--- src/rtl/mem_port_arbiter_if.sv ---
// Handshake bundle between the CPU/DMA requesters, the shared data memory
// and mem_port_arbiter.
//   master : requester + memory side (drives req/we/addr/wdata, mem_rdata)
//   slave  : arbiter side (drives gnt/rvalid/rdata, mem strobes, busy)
interface mem_port_arbiter_if #(
    parameter int ADDR_W = 16,
    parameter int DATA_W = 16
) ();
    logic              cpu_req;
    logic              cpu_we;
    logic [ADDR_W-1:0] cpu_addr;
    logic [DATA_W-1:0] cpu_wdata;
    logic              cpu_gnt;
    logic              cpu_rvalid;
    logic [DATA_W-1:0] cpu_rdata;

    logic              dma_req;
    logic              dma_we;
    logic [ADDR_W-1:0] dma_addr;
    logic [DATA_W-1:0] dma_wdata;
    logic              dma_gnt;
    logic              dma_rvalid;
    logic [DATA_W-1:0] dma_rdata;

    logic [ADDR_W-1:0] mem_addr;
    logic [DATA_W-1:0] mem_wdata;
    logic              mem_rd;
    logic              mem_wr;
    logic [DATA_W-1:0] mem_rdata;

    logic              busy;

    modport master (
        output cpu_req, cpu_we, cpu_addr, cpu_wdata,
        output dma_req, dma_we, dma_addr, dma_wdata,
        output mem_rdata,
        input  cpu_gnt, cpu_rvalid, cpu_rdata,
        input  dma_gnt, dma_rvalid, dma_rdata,
        input  mem_addr, mem_wdata, mem_rd, mem_wr, busy
    );

    modport slave (
        input  cpu_req, cpu_we, cpu_addr, cpu_wdata,
        input  dma_req, dma_we, dma_addr, dma_wdata,
        input  mem_rdata,
        output cpu_gnt, cpu_rvalid, cpu_rdata,
        output dma_gnt, dma_rvalid, dma_rdata,
        output mem_addr, mem_wdata, mem_rd, mem_wr, busy
    );
endinterface

--- src/rtl/mem_port_arbiter.sv ---
// Shares the single-port data memory between the CPU control FSM and a DMA
// requester. CPU has fixed priority; after MAX_WAIT consecutive lost
// arbitrations the DMA wins. One transaction in flight at a time; reads wait
// MEM_LAT cycles and return data with a one-cycle rvalid pulse.
// Ports:
//   clk   : clock, rising edge
//   reset : asynchronous, active-high
//   bus   : mem_port_arbiter_if.slave (requester handshakes + memory port)
module mem_port_arbiter #(
    parameter int ADDR_W   = 16,
    parameter int DATA_W   = 16,
    parameter int MEM_LAT  = 1,
    parameter int MAX_WAIT = 4
) (
    input  logic                 clk,
    input  logic                 reset,
    mem_port_arbiter_if.slave    bus
);

    typedef enum logic [1:0] {
        S_IDLE = 2'd0,
        S_WAIT = 2'd1,
        S_RESP = 2'd2
    } state_t;

    typedef enum logic {
        OWN_CPU = 1'b0,
        OWN_DMA = 1'b1
    } owner_t;

    state_t            state;
    state_t            state_next;
    owner_t            owner;
    logic [2:0]        lat_cnt;
    logic [3:0]        wait_cnt;
    logic [ADDR_W-1:0] addr_q;
    logic [DATA_W-1:0] wdata_q;
    logic [DATA_W-1:0] cpu_rdata_q;
    logic [DATA_W-1:0] dma_rdata_q;

    logic              cpu_win;
    logic              dma_win;
    logic              win;
    logic              win_we;
    logic [ADDR_W-1:0] win_addr;
    logic [DATA_W-1:0] win_wdata;
    logic              dma_starved;

    assign dma_starved = (wait_cnt == 4'(MAX_WAIT));

    // Arbitration and next state. Grants are gated by reset so nothing is
    // issued to memory while reset is held.
    always_comb begin
        state_next = state;
        cpu_win    = 1'b0;
        dma_win    = 1'b0;
        case (state)
            S_IDLE: begin
                if (!reset) begin
                    if (bus.cpu_req && !(bus.dma_req && dma_starved))
                        cpu_win = 1'b1;
                    else if (bus.dma_req)
                        dma_win = 1'b1;
                end
                if ((cpu_win || dma_win) && !(dma_win ? bus.dma_we : bus.cpu_we))
                    state_next = S_WAIT;
            end
            S_WAIT: begin
                if (lat_cnt == 3'd1)
                    state_next = S_RESP;
            end
            S_RESP: state_next = S_IDLE;
            default: state_next = S_IDLE;
        endcase
    end

    always_comb begin
        win       = cpu_win | dma_win;
        win_we    = dma_win ? bus.dma_we    : bus.cpu_we;
        win_addr  = dma_win ? bus.dma_addr  : bus.cpu_addr;
        win_wdata = dma_win ? bus.dma_wdata : bus.cpu_wdata;
    end

    assign bus.cpu_gnt    = cpu_win;
    assign bus.dma_gnt    = dma_win;
    assign bus.mem_rd     = win & ~win_we;
    assign bus.mem_wr     = win & win_we;
    // Address/data follow the winner in the grant cycle, otherwise hold the
    // last issued values (keeps the read address stable during S_WAIT).
    assign bus.mem_addr   = win ? win_addr  : addr_q;
    assign bus.mem_wdata  = win ? win_wdata : wdata_q;
    assign bus.cpu_rvalid = (state == S_RESP) && (owner == OWN_CPU);
    assign bus.dma_rvalid = (state == S_RESP) && (owner == OWN_DMA);
    assign bus.cpu_rdata  = cpu_rdata_q;
    assign bus.dma_rdata  = dma_rdata_q;
    assign bus.busy       = (state != S_IDLE);

    always_ff @(posedge clk or posedge reset) begin
        if (reset)
            state <= S_IDLE;
        else
            state <= state_next;
    end

    always_ff @(posedge clk or posedge reset) begin
        if (reset) begin
            owner       <= OWN_CPU;
            lat_cnt     <= '0;
            wait_cnt    <= '0;
            addr_q      <= '0;
            wdata_q     <= '0;
            cpu_rdata_q <= '0;
            dma_rdata_q <= '0;
        end else begin
            if (win) begin
                addr_q  <= win_addr;
                wdata_q <= win_wdata;
            end

            if (win && !win_we) begin
                lat_cnt <= 3'(MEM_LAT);
                owner   <= dma_win ? OWN_DMA : OWN_CPU;
            end else if (state == S_WAIT) begin
                lat_cnt <= lat_cnt - 3'd1;
            end

            if (state == S_WAIT && lat_cnt == 3'd1) begin
                if (owner == OWN_DMA)
                    dma_rdata_q <= bus.mem_rdata;
                else
                    cpu_rdata_q <= bus.mem_rdata;
            end

            // Only idle cycles count as lost arbitrations; pending cycles in
            // S_WAIT/S_RESP leave the count untouched.
            if (!bus.dma_req || dma_win)
                wait_cnt <= '0;
            else if (state == S_IDLE && !dma_starved)
                wait_cnt <= wait_cnt + 4'd1;
        end
    end

endmodule

--- src/flat_wrapper.sv ---
// flat-port wrapper written by rule: the top's interface ports become plain ports
module mem_port_arbiter_flat 
#(
    parameter int ADDR_W   = 16,
    parameter int DATA_W   = 16,
    parameter int MEM_LAT  = 1,
    parameter int MAX_WAIT = 4
)
  (clk, reset, bus_cpu_req, bus_cpu_we, bus_cpu_addr, bus_cpu_wdata, bus_dma_req, bus_dma_we, bus_dma_addr, bus_dma_wdata, bus_mem_rdata, bus_cpu_gnt, bus_cpu_rvalid, bus_cpu_rdata, bus_dma_gnt, bus_dma_rvalid, bus_dma_rdata, bus_mem_addr, bus_mem_wdata, bus_mem_rd, bus_mem_wr, bus_busy);
  mem_port_arbiter_if #(.ADDR_W(ADDR_W), .DATA_W(DATA_W)) bus_i ();
  input  logic clk;
  input  logic reset;
  input wire logic [$bits(bus_i.cpu_req)-1:0] bus_cpu_req;
  input wire logic [$bits(bus_i.cpu_we)-1:0] bus_cpu_we;
  input wire logic [$bits(bus_i.cpu_addr)-1:0] bus_cpu_addr;
  input wire logic [$bits(bus_i.cpu_wdata)-1:0] bus_cpu_wdata;
  input wire logic [$bits(bus_i.dma_req)-1:0] bus_dma_req;
  input wire logic [$bits(bus_i.dma_we)-1:0] bus_dma_we;
  input wire logic [$bits(bus_i.dma_addr)-1:0] bus_dma_addr;
  input wire logic [$bits(bus_i.dma_wdata)-1:0] bus_dma_wdata;
  input wire logic [$bits(bus_i.mem_rdata)-1:0] bus_mem_rdata;
  output wire logic [$bits(bus_i.cpu_gnt)-1:0] bus_cpu_gnt;
  output wire logic [$bits(bus_i.cpu_rvalid)-1:0] bus_cpu_rvalid;
  output wire logic [$bits(bus_i.cpu_rdata)-1:0] bus_cpu_rdata;
  output wire logic [$bits(bus_i.dma_gnt)-1:0] bus_dma_gnt;
  output wire logic [$bits(bus_i.dma_rvalid)-1:0] bus_dma_rvalid;
  output wire logic [$bits(bus_i.dma_rdata)-1:0] bus_dma_rdata;
  output wire logic [$bits(bus_i.mem_addr)-1:0] bus_mem_addr;
  output wire logic [$bits(bus_i.mem_wdata)-1:0] bus_mem_wdata;
  output wire logic [$bits(bus_i.mem_rd)-1:0] bus_mem_rd;
  output wire logic [$bits(bus_i.mem_wr)-1:0] bus_mem_wr;
  output wire logic [$bits(bus_i.busy)-1:0] bus_busy;
  assign bus_i.cpu_req = bus_cpu_req;
  assign bus_i.cpu_we = bus_cpu_we;
  assign bus_i.cpu_addr = bus_cpu_addr;
  assign bus_i.cpu_wdata = bus_cpu_wdata;
  assign bus_i.dma_req = bus_dma_req;
  assign bus_i.dma_we = bus_dma_we;
  assign bus_i.dma_addr = bus_dma_addr;
  assign bus_i.dma_wdata = bus_dma_wdata;
  assign bus_i.mem_rdata = bus_mem_rdata;
  assign bus_cpu_gnt = bus_i.cpu_gnt;
  assign bus_cpu_rvalid = bus_i.cpu_rvalid;
  assign bus_cpu_rdata = bus_i.cpu_rdata;
  assign bus_dma_gnt = bus_i.dma_gnt;
  assign bus_dma_rvalid = bus_i.dma_rvalid;
  assign bus_dma_rdata = bus_i.dma_rdata;
  assign bus_mem_addr = bus_i.mem_addr;
  assign bus_mem_wdata = bus_i.mem_wdata;
  assign bus_mem_rd = bus_i.mem_rd;
  assign bus_mem_wr = bus_i.mem_wr;
  assign bus_busy = bus_i.busy;
  mem_port_arbiter #(.ADDR_W(ADDR_W), .DATA_W(DATA_W), .MEM_LAT(MEM_LAT), .MAX_WAIT(MAX_WAIT)) u_core (.clk(clk), .reset(reset), .bus(bus_i));
endmodule
--- config.mk ---
export PLATFORM = sky130hd
export DESIGN_NAME = mem_port_arbiter_flat
export DESIGN_NICKNAME = d
export VERILOG_FILES = /design/src/rtl/mem_port_arbiter_if.sv /design/src/rtl/mem_port_arbiter.sv /design/src/flat_wrapper.sv
export SDC_FILE = /design/constraint.sdc
export NUM_CORES = 1
export LEC_CHECK = 0
export ABC_AREA = 1
export CORE_MARGIN = 1.5
export CORE_UTILIZATION = 42
export CTS_BUF_LIST = sky130_fd_sc_hd__clkbuf_16
export DETAILED_ROUTE_END_ITERATION = 10
export PLACE_DENSITY = 0.81
export RECOVER_POWER = 25
export SYNTH_ARGS = -nofsm -noshare
export SYNTH_HDL_FRONTEND = slang
export SYNTH_SLANG_ARGS = --single-unit
--- constraint.sdc ---
create_clock -name clk -period 3.9 [get_ports clk]
set_input_delay 0.585 -clock clk [delete_from_list [all_inputs] [get_ports clk]]
set_output_delay 0.585 -clock clk [all_outputs]
set_load 0.01 [all_outputs]
==> impl_metrics.tcl <==
set metrics [dict create \
    status "finished with violations" \
    violations "capacitance limit, slew limit" \
    drt_iter0_drc 69 \
    synth.largest_area_cell "dfrtp_1" \
    skew_ps 6.28 \
    hpwlAfterDp_um 6230 \
    grt_usage_pct 20.9 \
    cts-root-buf "clkbuf_16" \
    synth_edf_count 0 \
    synth_seq_cells 74 \
    finalNonFillerCells 693 \
    cpPeakStageDelay_ps 610 \
    setup_tns_ps 0 \
    hold_viol_final 0 \
    grt_pass1_wl_um 14300 \
    synthArstFlopShare_pct 100 \
    ioPinCount 157 \
    ant_nets 0 \
    cp-end-kind "output pin" \
    worstMarginPinSlew_ps 1790 \
    wl_per_cell_um 12.3 \
    die_y_um 93.4 \
    synthCells 434 \
    cts_buffer_depth 2 \
    diodes 0 \
    ys_seq_area_share_pct 54.0 \
    nFillCells 647 \
    drive_gt1_share_pct 4.57 \
    initial_utilization_pct 43.9 \
    yosysMostFrequentCell "nand2_1" \
    period_minus_slack_ps 3570 \
    power_density_nw_per_um2 711 \
    grt_antenna_before_repair 0 \
    drt_wl_total_um 8550 \
    grt_max_degree 75 \
    p_leak_nw 2.64 \
    intPower_mw 2.47 \
    avgViaCountPerCell 4.61 \
    synth.top_cell.area_share_pct 54.0 \
    cts_sinks 74 \
    rows 32 \
    ys.flop_type "dfrtp_1" \
    dp.cells 677 \
    first_pass_iters 6 \
    hold_class "reg -> reg" \
    critPathArrivalTime_ps 2980 \
    routed-via-count 3197 \
    synth_area_leaders "dfrtp_1 54%, nand2_1 16%, inv_1 7.0%, o21ai_1 5.8%, nor2_1 4.2%" \
    cts_tree "built" \
    rsz0062_at_grt "no" \
    cp_data_required_time_ps 3310 \
    synth_cell_types 23 \
    finalWorstSetupSlack_ps 332 \
    crit_family "buffers and inverters" \
    fin_util_pct 67.9 \
    path_class "in -> out" \
    maxSlewViolCount 75 \
    cts.repair.resized 0 \
    cts_made_buffers 9 \
    core_um2 7810 \
    maxSlewHeadroom_pct -19.4 \
    routabilityCongestion 0.745 \
    yosys_warnings 0 \
    clkPwrFrac_pct 19.0 \
    combPwrFrac_pct 46.4 \
    path_cells "clkdlybuf4s50_1 -> nand4_1 -> nand2_1 -> nand3_2 -> buf_12 -> nand2_1 -> nand2_1 -> o21ai_0 -> clkdlybuf4s50_1" \
    crit_top_cell "nand2_1" \
    slowest_stage "clkdlybuf4s50_1" \
    vdd_drop_max_mv 0.342 \
    synthesis.area_um2 3430 \
    postCtsSetupBuffers 0 \
    cp_max_fo 49 \
    clock_latency_ps 320 \
    syn_area_per_cell_um2 7.90 \
    worst_setup_path_start_kind "input pin" \
    grt.overflow.total 0 \
    seq_power_share_pct 34.7 \
    setup_viol_count_final 0 \
    max_cap_viol_count 1 \
    clk_pin_slew_ps 50 \
    pre_cts_slack_ps 372 \
    swShare_pct 34.5 \
    htreeDepth 3 \
    fin_crit_sh_pct 91.5 \
    die_w_um 93.4 \
    areaGrowthSynthToFinish_pct 54.6 \
    nNetsFinal 676 \
    dieArea_um2 8720 \
    cts_hold_buf 0 \
    critical_path_buf_inv_count 3 \
    syn_nets 524 \
    switchingPower_mw 1.30 \
    fmax_mhz 280 \
    yosys-top-cells-count "143 x nand2_1, 74 x dfrtp_1, 64 x inv_1" \
    grt_pass1_vias 3170 \
    drcViolationCount 0 \
    io_buffers 156 \
]
## cell families (layout without fill, tap and decap cells)
| family | after synthesis | in the layout | synth area share (%) |
|---|---|---|---|
| buffers and inverters | 86 | 243 | 10.6 |
| DFF | 74 | 74 | 54.0 |
| and+or+nand+nor | 199 | 199 | 23.1 |
| xor gates and xnor gates | 3 | 3 | 0.766 |
| adders and majority gates | 4 | 4 | 1.46 |
| AOI/OAI and AO/OA | 68 | 68 | 10.1 |
## worst min-delay path: stages (launching register included)
cell and delay, ps:
dfrtp_1 330, nand2_1 60, o21ai_1 60
## power groups by stage
| stage | clock (mW) | combinational [mW] | sequential, mW |
|---|---|---|---|
| 2_1_floorplan | 0 | 0.737 | 1.37 |
| 3_3_place_gp | 0 | 1.72 | 1.30 |
| 3_5_place_dp | 0 | 1.76 | 1.32 |
| 4_1_cts | 0.738 | 1.78 | 1.31 |
| 5_1_grt | 0.776 | 1.94 | 1.35 |
| 6_report | 0.715 | 1.75 | 1.31 |
## routing by layer
layer  share of wire, %  wire (um)  GRT usage [%]  up-vias
li1                   -          -              -     1619
met1                 41       3520           25.3     1440
met2                 47       4000           34.5      132
met3                 11        970           7.80        6
met4               0.77         66           6.31        0
met5                  0          0              0        -
## layout by cell type, fill, tap and decap left out
cell / instances
xor2_1: 3
nand3_1: 4
nand2_2: 2
dlygate4sd3_1: 1
o21ai_1: 40
clkbuf_2: 1
dfrtp_1: 74
nor2_2: 2
clkinv_2: 2
nor3_1: 5
clkbuf_16: 9
ha_1: 4
inv_1: 64
nor2_1: 38
or2_2: 1
a21oi_1: 2
o21ai_0: 25
clkinvlp_4: 2
nand2_1: 143
nand4_1: 3
inv_2: 3
clkdlybuf4s50_1: 155
buf_12: 1
clkinv_1: 3
nand3_2: 1
o211ai_2: 1
buf_4: 2
## final cells by class
| class | count | area (um^2) | area share (%) |
|---|---|---|---|
| Clock buffer | 9 | 225 | 4.25 |
| Inverter | 67 | 251 | 4.74 |
| Clock inverter | 7 | 36.3 | 0.684 |
| Tap cell | 102 | 128 | 2.41 |
| Sequential cell | 74 | 1850 | 34.9 |
| Timing Repair Buffer | 160 | 1600 | 30.2 |
| Multi-Input combinational cell | 274 | 1210 | 22.8 |
## flip-flops by register name (all words and copies together) (netlist names)
register and flops:
u_core.addr_q 16, u_core.state 2, u_core.lat_cnt 3, u_core.owner 1, u_core.bus.cpu_rdata 16, u_core.wdata_q 16, u_core.wait_cnt 4, u_core.bus.dma_rdata 16
## final timing paths
check	from	end	slack (ps)	cells past startpoint
setup reg to reg	u_core.wait_cnt[0]	u_core.wdata_q[12]	1870	9
max in group asynchronous	reset	u_core.bus.dma_rdata[12]	1400	3
hold / removal	u_core.bus.dma_rdata[2]	u_core.bus.dma_rdata[2]	490	2
hold reg to reg	u_core.bus.dma_rdata[2]	u_core.bus.dma_rdata[2]	490	2
min in group asynchronous	reset	u_core.addr_q[13]	1460	3
setup / recovery	bus_dma_req	bus_mem_wdata[12]	330	9
## per-stage QoR
| step | total power, mW | hold slack (ps) | instance area (um^2) |
|---|---|---|---|
| detailed placement | 3.08 | 480 | 5050 |
| global route | 4.06 | 501 | 5300 |
| global placement | 3.03 | 471 | 5050 |
| finish | 3.77 | 487 | 5300 |
| floorplan | 2.11 | 495 | 3430 |
| CTS | 3.82 | 494 | 5320 |
Power figures use the tool's default switching activity.
